File: src/rtl/ssd_bin2bcd.sv
// ssd_bin2bcd: sequential 14-bit binary to 4-digit BCD converter (double dabble,
// one bit per clock) feeding the seven-segment display controller. Also produces
// the per-digit enable mask, optionally blanking leading zeros.
module ssd_bin2bcd #(
    parameter int BLANK_LZ = 1
) (
    input  logic        clk,
    input  logic        rst,
    input  logic        start,
    input  logic [13:0] bin,
    output logic        busy,
    output logic        done,
    output logic        ovf,
    output logic [3:0]  digit0,
    output logic [3:0]  digit1,
    output logic [3:0]  digit2,
    output logic [3:0]  digit3,
    output logic [3:0]  mode
);

    localparam logic [1:0]  S_IDLE   = 2'd0;
    localparam logic [1:0]  S_CONV   = 2'd1;
    localparam logic [1:0]  S_LOAD   = 2'd2;
    localparam logic [3:0]  LAST_STEP = 4'd13;
    localparam logic [13:0] MAX_VAL  = 14'd9999;
    localparam logic [3:0]  MODE_RST = (BLANK_LZ != 0) ? 4'b0001 : 4'b1111;

    // Values above the four-digit range are clamped to 9999.
    function automatic logic [13:0] sat_operand(input logic [13:0] v);
        return (v > MAX_VAL) ? MAX_VAL : v;
    endfunction

    // Double-dabble correction: every nibble >= 5 gets +3, no inter-nibble carry.
    function automatic logic [15:0] add3(input logic [15:0] a);
        logic [15:0] r;
        r = a;
        for (int k = 0; k < 4; k++) begin
            if (a[4*k +: 4] >= 4'd5) r[4*k +: 4] = a[4*k +: 4] + 4'd3;
        end
        return r;
    endfunction

    // Digit k is lit when it or any more significant digit is nonzero; digit 0 always lit.
    function automatic logic [3:0] mode_of(input logic [15:0] a);
        logic [3:0] m;
        if (BLANK_LZ == 0) begin
            m = 4'b1111;
        end else begin
            m[3] = (a[15:12] != 4'd0);
            m[2] = m[3] | (a[11:8] != 4'd0);
            m[1] = m[2] | (a[7:4] != 4'd0);
            m[0] = 1'b1;
        end
        return m;
    endfunction

    logic [1:0]  state_q, state_d;
    logic [3:0]  cnt_q, cnt_d;
    logic [15:0] acc_q, acc_d;
    logic [13:0] opr_q, opr_d;
    logic        povf_q, povf_d;
    logic [15:0] dig_q, dig_d;
    logic [3:0]  mode_q, mode_d;
    logic        ovf_q, ovf_d;
    logic        done_q, done_d;
    logic [29:0] shift_src;

    // Next-state logic: accept in IDLE, shift one bit per CONV step, publish in LOAD.
    always_comb begin
        state_d   = state_q;
        cnt_d     = cnt_q;
        acc_d     = acc_q;
        opr_d     = opr_q;
        povf_d    = povf_q;
        dig_d     = dig_q;
        mode_d    = mode_q;
        ovf_d     = ovf_q;
        done_d    = 1'b0;
        shift_src = {add3(acc_q), opr_q};
        case (state_q)
            S_IDLE: begin
                if (start) begin
                    opr_d   = sat_operand(bin);
                    povf_d  = (bin > MAX_VAL);
                    acc_d   = 16'd0;
                    cnt_d   = 4'd0;
                    state_d = S_CONV;
                end
            end
            S_CONV: begin
                {acc_d, opr_d} = {shift_src[28:0], 1'b0};
                cnt_d          = cnt_q + 4'd1;
                if (cnt_q == LAST_STEP) state_d = S_LOAD;
            end
            S_LOAD: begin
                dig_d   = acc_q;
                mode_d  = mode_of(acc_q);
                ovf_d   = povf_q;
                done_d  = 1'b1;
                state_d = S_IDLE;
            end
            default: state_d = S_IDLE;
        endcase
    end

    // State and output registers; synchronous active-low reset clears everything.
    always_ff @(posedge clk) begin
        if (!rst) begin
            state_q <= S_IDLE;
            cnt_q   <= 4'd0;
            acc_q   <= 16'd0;
            opr_q   <= 14'd0;
            povf_q  <= 1'b0;
            dig_q   <= 16'd0;
            mode_q  <= MODE_RST;
            ovf_q   <= 1'b0;
            done_q  <= 1'b0;
        end else begin
            state_q <= state_d;
            cnt_q   <= cnt_d;
            acc_q   <= acc_d;
            opr_q   <= opr_d;
            povf_q  <= povf_d;
            dig_q   <= dig_d;
            mode_q  <= mode_d;
            ovf_q   <= ovf_d;
            done_q  <= done_d;
        end
    end

    assign busy   = (state_q != S_IDLE);
    assign done   = done_q;
    assign ovf    = ovf_q;
    assign mode   = mode_q;
    assign digit0 = dig_q[3:0];
    assign digit1 = dig_q[7:4];
    assign digit2 = dig_q[11:8];
    assign digit3 = dig_q[15:12];

endmodule

File: config.mk
export PLATFORM = sky130hd
export DESIGN_NAME = ssd_bin2bcd
export DESIGN_NICKNAME = d
export VERILOG_FILES = /design/src/rtl/ssd_bin2bcd.sv
export SDC_FILE = /design/constraint.sdc
export NUM_CORES = 1
export LEC_CHECK = 0
export ABC_AREA = 1
export CAP_MARGIN = 5
export CORE_MARGIN = 4
export CORE_UTILIZATION = 61
export DETAILED_ROUTE_END_ITERATION = 6
export DONT_BUFFER_PORTS = 1
export GPL_TIMING_DRIVEN = 0
export PLACE_DENSITY = 0.77
export SLEW_MARGIN = 20
export SYNTH_ARGS = -nofsm -noshare
export SYNTH_HDL_FRONTEND = slang
export SYNTH_SLANG_ARGS = --single-unit
File: constraint.sdc
create_clock -name clk -period 1.38 [get_ports clk]
set_input_delay 0.207 -clock clk [delete_from_list [all_inputs] [get_ports clk]]
set_output_delay 0.207 -clock clk [all_outputs]
set_load 0.01 [all_outputs]
# Word level (Yosys, flattened, before mapping)

Index checks and enable logic that the tools add are counted.

Flip-flop bits (word level): 58
Bits in latches: 0
Memory bits (writable): 0
Memory bits (read-only): 0
Input port bits: 17
Output and inout port bits: 23
Logic and storage cells: 50
Memories: 0

$add $sub $neg: 5
Multipliers: 0
Div/mod/pow operators: 0
$lt $le $gt $ge: 5
Eq/ne operators: 5
Shift operators: 0
Muxes and demuxes: 15
Bitwise gates (word level): 2
Reduce and logical (&&, ||, !) cells: 9

Operators with widths:

| kind                   | number |
|---|---|
| $pmux W16 S2           | 1 |
| $mux W14               | 2 |
| $pmux W14 S2           | 1 |
| $ge A4 B3 Y1 const B   | 4 |
| $mux W16               | 1 |
| $mux W4                | 4 |
| $gt A14 B14 Y1 const B | 1 |
| $add A4 B2 Y4 const B  | 3 |
| $reduce_bool A4 Y1     | 3 |
| $pmux W4 S2            | 1 |
| $reduce_and A2 Y1      | 3 |
| $add A4 B1 Y4 const B  | 1 |
| $eq A4 B4 Y1 const B   | 1 |
| $mux W2                | 2 |
| $ne A2 B2 Y1 const B   | 2 |
| $pmux W2 S2            | 1 |
| $reduce_bool A2 Y1     | 2 |
| $add A3 B2 Y3 const B  | 1 |
| $mux W3                | 1 |
| $eq A2 B1 Y1 const B   | 1 |
| $eq A2 B2 Y1 const B   | 1 |
| $logic_not A2 Y1       | 1 |
| $or A1 B1 Y1           | 2 |
| $mux W1                | 1 |

# Depth between registers and ports, before layout

Depth in word-level cells: 4
Gate-level depth with buffers: 9

# Least setup slack after synthesis

Ideal clock, no wire load.

Path kind: flip-flop to flip-flop
Start: reg state_q[1]
End: reg opr_q[2]
Library setup time: 119 ps
Data arrival time: 1132 ps
Path slack: 129 ps
Stages on the path, launching flop included: 7
Buffers on the path: 0
Period minus slack after synthesis: 1251 ps
Cells stage by stage: dfxtp_1 -> inv_2 -> nand2_1 -> nor2_4 -> or2_1 -> o21ai_0 -> a21oi_1

Cells in the longest elaborated chain, start to end: 3
Elaborated cells on any way between the ends: 6
Classes of those cells: 2 x eq/ne; 1 x mux; 3 x reduce/logical

RTL lines:

| element                                                                    | RTL line | RTL |
|---|---|---|
| start: declaration                                                         | 57       | `logic [1:0] state_q, state_d;` |
| start signal: assignment                                                   | 119      | `state_q <= state_d;` |
| $eq A2 B1 Y1 / $logic_not A2 Y1 (equally long branches)                    | 80       | `case (state_q)` |
| $reduce_bool A2 Y1 (no source line) / $ne A2 B2 Y1 (equally long branches) | -        |  |
| $reduce_and A2 Y1 (no source line)                                         | -        |  |
| end signal: assignment                                                     | 122      | `opr_q <= opr_d;` |
| end: declaration                                                           | 60       | `logic [13:0] opr_q, opr_d;` |

Several ways; a longest one is shown, not always the timed one.
A chain may end at the register's enable or synchronous reset.

# Final worst setup path

Start: reg acc_q[9]
End: reg acc_q[10]

Cells in the longest elaborated chain, start to end: 3
Elaborated cells on any way between the ends: 4
Classes of those cells: 1 x add/sub; 1 x order compare; 2 x mux

RTL lines:

| element                                              | RTL line | RTL |
|---|---|---|
| start: declaration                                   | 59       | `logic [15:0] acc_q, acc_d;` |
| start signal: assignment                             | 111      | `acc_q <= 16'd0;` |
| start signal: assignment                             | 121      | `acc_q <= acc_d;` |
| $add A4 B2 Y4 / $ge A4 B3 Y1 (equally long branches) | 38       | `if (a[4*k +: 4] >= 4'd5) r[4*k +: 4] = a[4*k +: 4] + 4'd3;` |
| $mux W4 *                                            | 38       |  |
| $pmux W16 S2 *                                       | 80       |  |

Every way passes the cells marked *; elsewhere a longest branch is shown, timed or not.

==> key figures <==
Global route
  • Initial antenna violation count: 0
  • First-pass GRT wire length: 10500 um
  • GRT Util Overall: 0.254
  • Grt ovf: 0
  • Largest net degree at the start of global routing: 11
  • Number of global-route vias before repair: 2227

STA
  • Final-report max-slew violation count: 0
  • Final hold vios: 0
  • Fin crit period: 1350 ps
  • Final setup fails: 0
  • RSZ-0062 raised after global routing: yes
  • F_max: 739 MHz
  • Worst Max-Slew Pin Slew: 544 ps
  • Relative slew slack: 0.637
  • Hold Slack: 16.1 ps
  • Period utilization: 0.981
  • Clock Skew: 8.57 ps
  • Post-route worst setup slack: 26.5 ps

Yosys
  • Post-synth EDFFs: 0
  • Top FF cell, synth: dfxtp_1
  • Synth unique cells: 35
  • Ys async rst share: 0
  • Cell taking the most area after synthesis: dfxtp_1
  • Area of the mapped netlist: 2740 um^2
  • Count leader, synth: nand2_1
  • Most instantiated cells after synthesis: nand2_1 (74), dfxtp_1 (58), a21oi_1 (47), nor2_1 (32), o21ai_0 (32)
  • Synth Area in Adders: 0.0594
  • Ranking of synthesized cells by area: dfxtp_1 (42%), nand2_1 (10%), a21oi_1 (8.6%), ha_1 (5.9%), o21ai_0 (5.8%)
  • Syn Nets: 394
  • Multiplexer share of the synthesized area: 0
  • Largest family of logic cells by synthesized area: simple AND/OR/NAND/NOR gates
  • XOR/XNOR share of the synthesized area: 0.00959
  • Average cell area after synthesis: 7.52 um^2
  • Gate Count Post-Synth: 364
  • Register area share after synthesis: 0.424
  • Synth Area in Simple Gates: 0.238
  • Share of the synthesized area in the top cell type: 0.424
  • Compound-Gate Fraction of Synth Area: 0.184
  • #FFs+latches synth: 58
  • Yosys warns: 0

Pwr
  • VDD IR max: 0.000796 V
  • Static Leak: 1.30 nW
  • Pwr Density: 1140 nW/um^2

Critical path
  • Critical Path Start Type: register
  • Critical R2R Launch: acc_q[9]
  • WP buf/inv: 2
  • CP startpoint: acc_q[9]
  • Max FO, Critical Path: 6
  • Top Family by Delay on Critical Path: simple AND/OR/NAND/NOR gates
  • Arr. time, crit path: 1560 ps
  • Slowest cell delay on critical path: 320 ps
  • Slowest CP cell: dfxtp_1
  • Critical path required time: 1580 ps
  • Critical path class: register to register
  • Worst setup EP type: register
  • CP cell instances: inv_2 -> ha_4 -> inv_2 -> nor2_4 -> nor2_1 -> nor2_1 -> nand2_1 -> nand3_2 -> a21oi_1

Route
  • Post-Route WL: 6820 um
  • DR pass1 iterations: 5
  • WL/cell: 15.6 um
  • DR vias/cell: 5.78
  • DR iter-0 viols: 165
  • Vias: 2527
  • DRC viols: 0
  • Routed Antenna Nets: 0

Floorplanning
  • DIE HEIGHT: 75.0 um
  • Initial Util: 0.629
  • DIE WIDTH: 75.0 um
  • Row cnt: 24
  • Core box area: 4350 um^2
  • DIE AREA: 5630 um^2
  • Boundary Pins: 40

Final layout
  • P&R area growth vs syn: 13.0%
  • Antenna cells: 0
  • Share of layout cells above drive strength 1: 0.171
  • Reg area: 1170 um^2
  • Fillers: 353
  • Multi-input gate area: 1400 um^2
  • Fin nets: 413

Clock tree
  • CTS clk-pin slew, worst paths: 70 ps
  • CTS Buf Count: 9
  • H-tree Lvls: 3
  • Clock buffer depth: 2
  • TritonCTS Sinks: 58
  • TritonCTS clock tree: done
  • Root buffer cell: clkbuf_8
  • Latest clock arrival within the worst-skew pair: 350 ps

Placed design
  • Dpl ws: -95.6 ps
  • Gpl congestion: 0.826
  • IO buf count: 0
  • Final HPWL DP: 4460 um

Min path
  • Hold_sp: bin[0]
  • Min-Delay Path Class: input port to register

Outcome
  • Status: complete, no violations

Run
  • MaxCap Viol Count: 0
[cell usage in the layout (no fill, tap or decap), drive strengths merged, types with 13 or more instances in the layout]
master  instances
nand2          75
dfxtp          58
a21oi          47
nor2           36
o21ai          34
inv            33
nand3          23
clkbuf         20
buf            18
ha             13
[state kept, by name, indices dropped and copies added, names as in the netlist]
register,cells
acc_q,16
dig_q,16
opr_q,14
cnt_q,4
mode,3
state_q,2
done,1
ovf,1
povf_q,1
[final timing paths]
kind               endpoint  cells after the start  slack, ps
setup / recovery  acc_q[10]                      9         30
setup reg to reg  acc_q[10]                      9         30
hold / removal     opr_q[0]                      2         20
hold reg to reg   acc_q[15]                      2        460
[final cells by class]
class / instances / share of cell area
well taps: 52 / 0.0210
multi-input cells: 256 / 0.452
repair buffers: 8 / 0.0194
plain buffers: 17 / 0.0331
clock buffers: 13 / 0.0513
inverters: 33 / 0.0441
flip-flops and latches: 58 / 0.379
[report_power, final]
| group | internal [mW] | switching [mW] |
|---|---|---|
| logic | 0.148 | 0.261 |
| clock network | 0.721 | 0.627 |
| registers | 1.73 | 0.0323 |
[through the flow]
step           power [mW]  utilization  setup TNS [ps]  instance area (um^2)  instances
2_1_floorplan        2.08            -               0                  2740        364
3_3_place_gp         2.17        0.644           -35.7                  2800        416
3_5_place_dp         2.18        0.644            -162                  2800        416
4_1_cts              3.49        0.681               0                  2970        429
5_1_grt              3.63        0.711           -98.0                  3100        437
6_report             3.52        0.711               0                  3100        437
[metal layers]
metal  up-vias  GRT usage  wire [um]
met5         -          0          0
met4         0      0.130        158
met3        16     0.0681        410
met2        91      0.411       3360
met1      1179      0.309       2890
li1       1241          -          -
[logic make-up after synthesis]
| kind of cell | after synthesis |
|---|---|
| and+or+nand+nor | 145 |
| DFF | 58 |
| other | 1 |
| adders and majority gates | 13 |
| buffers and inverters | 50 |
| xor gates and xnor gates | 3 |
| AOI/OAI and AO/OA | 94 |
[repair_timing]
action                                  CTS  global route
buffers inserted                          0             8
endpoints found under the setup margin    3            32
gates resized for setup                   5            27
hold buffers                              0             0
pin swaps                                 0             6
[worst register-to-register path: cells and delay by family, from the launching register on]
family / cells / cell delay, ps
compound gates: 1 / 60
fa+ha+maj: 1 / 150
buf+inv: 2 / 170
flops: 1 / 320
simple gates: 5 / 510
No activity file was read; power rests on OpenSTA's default activity.
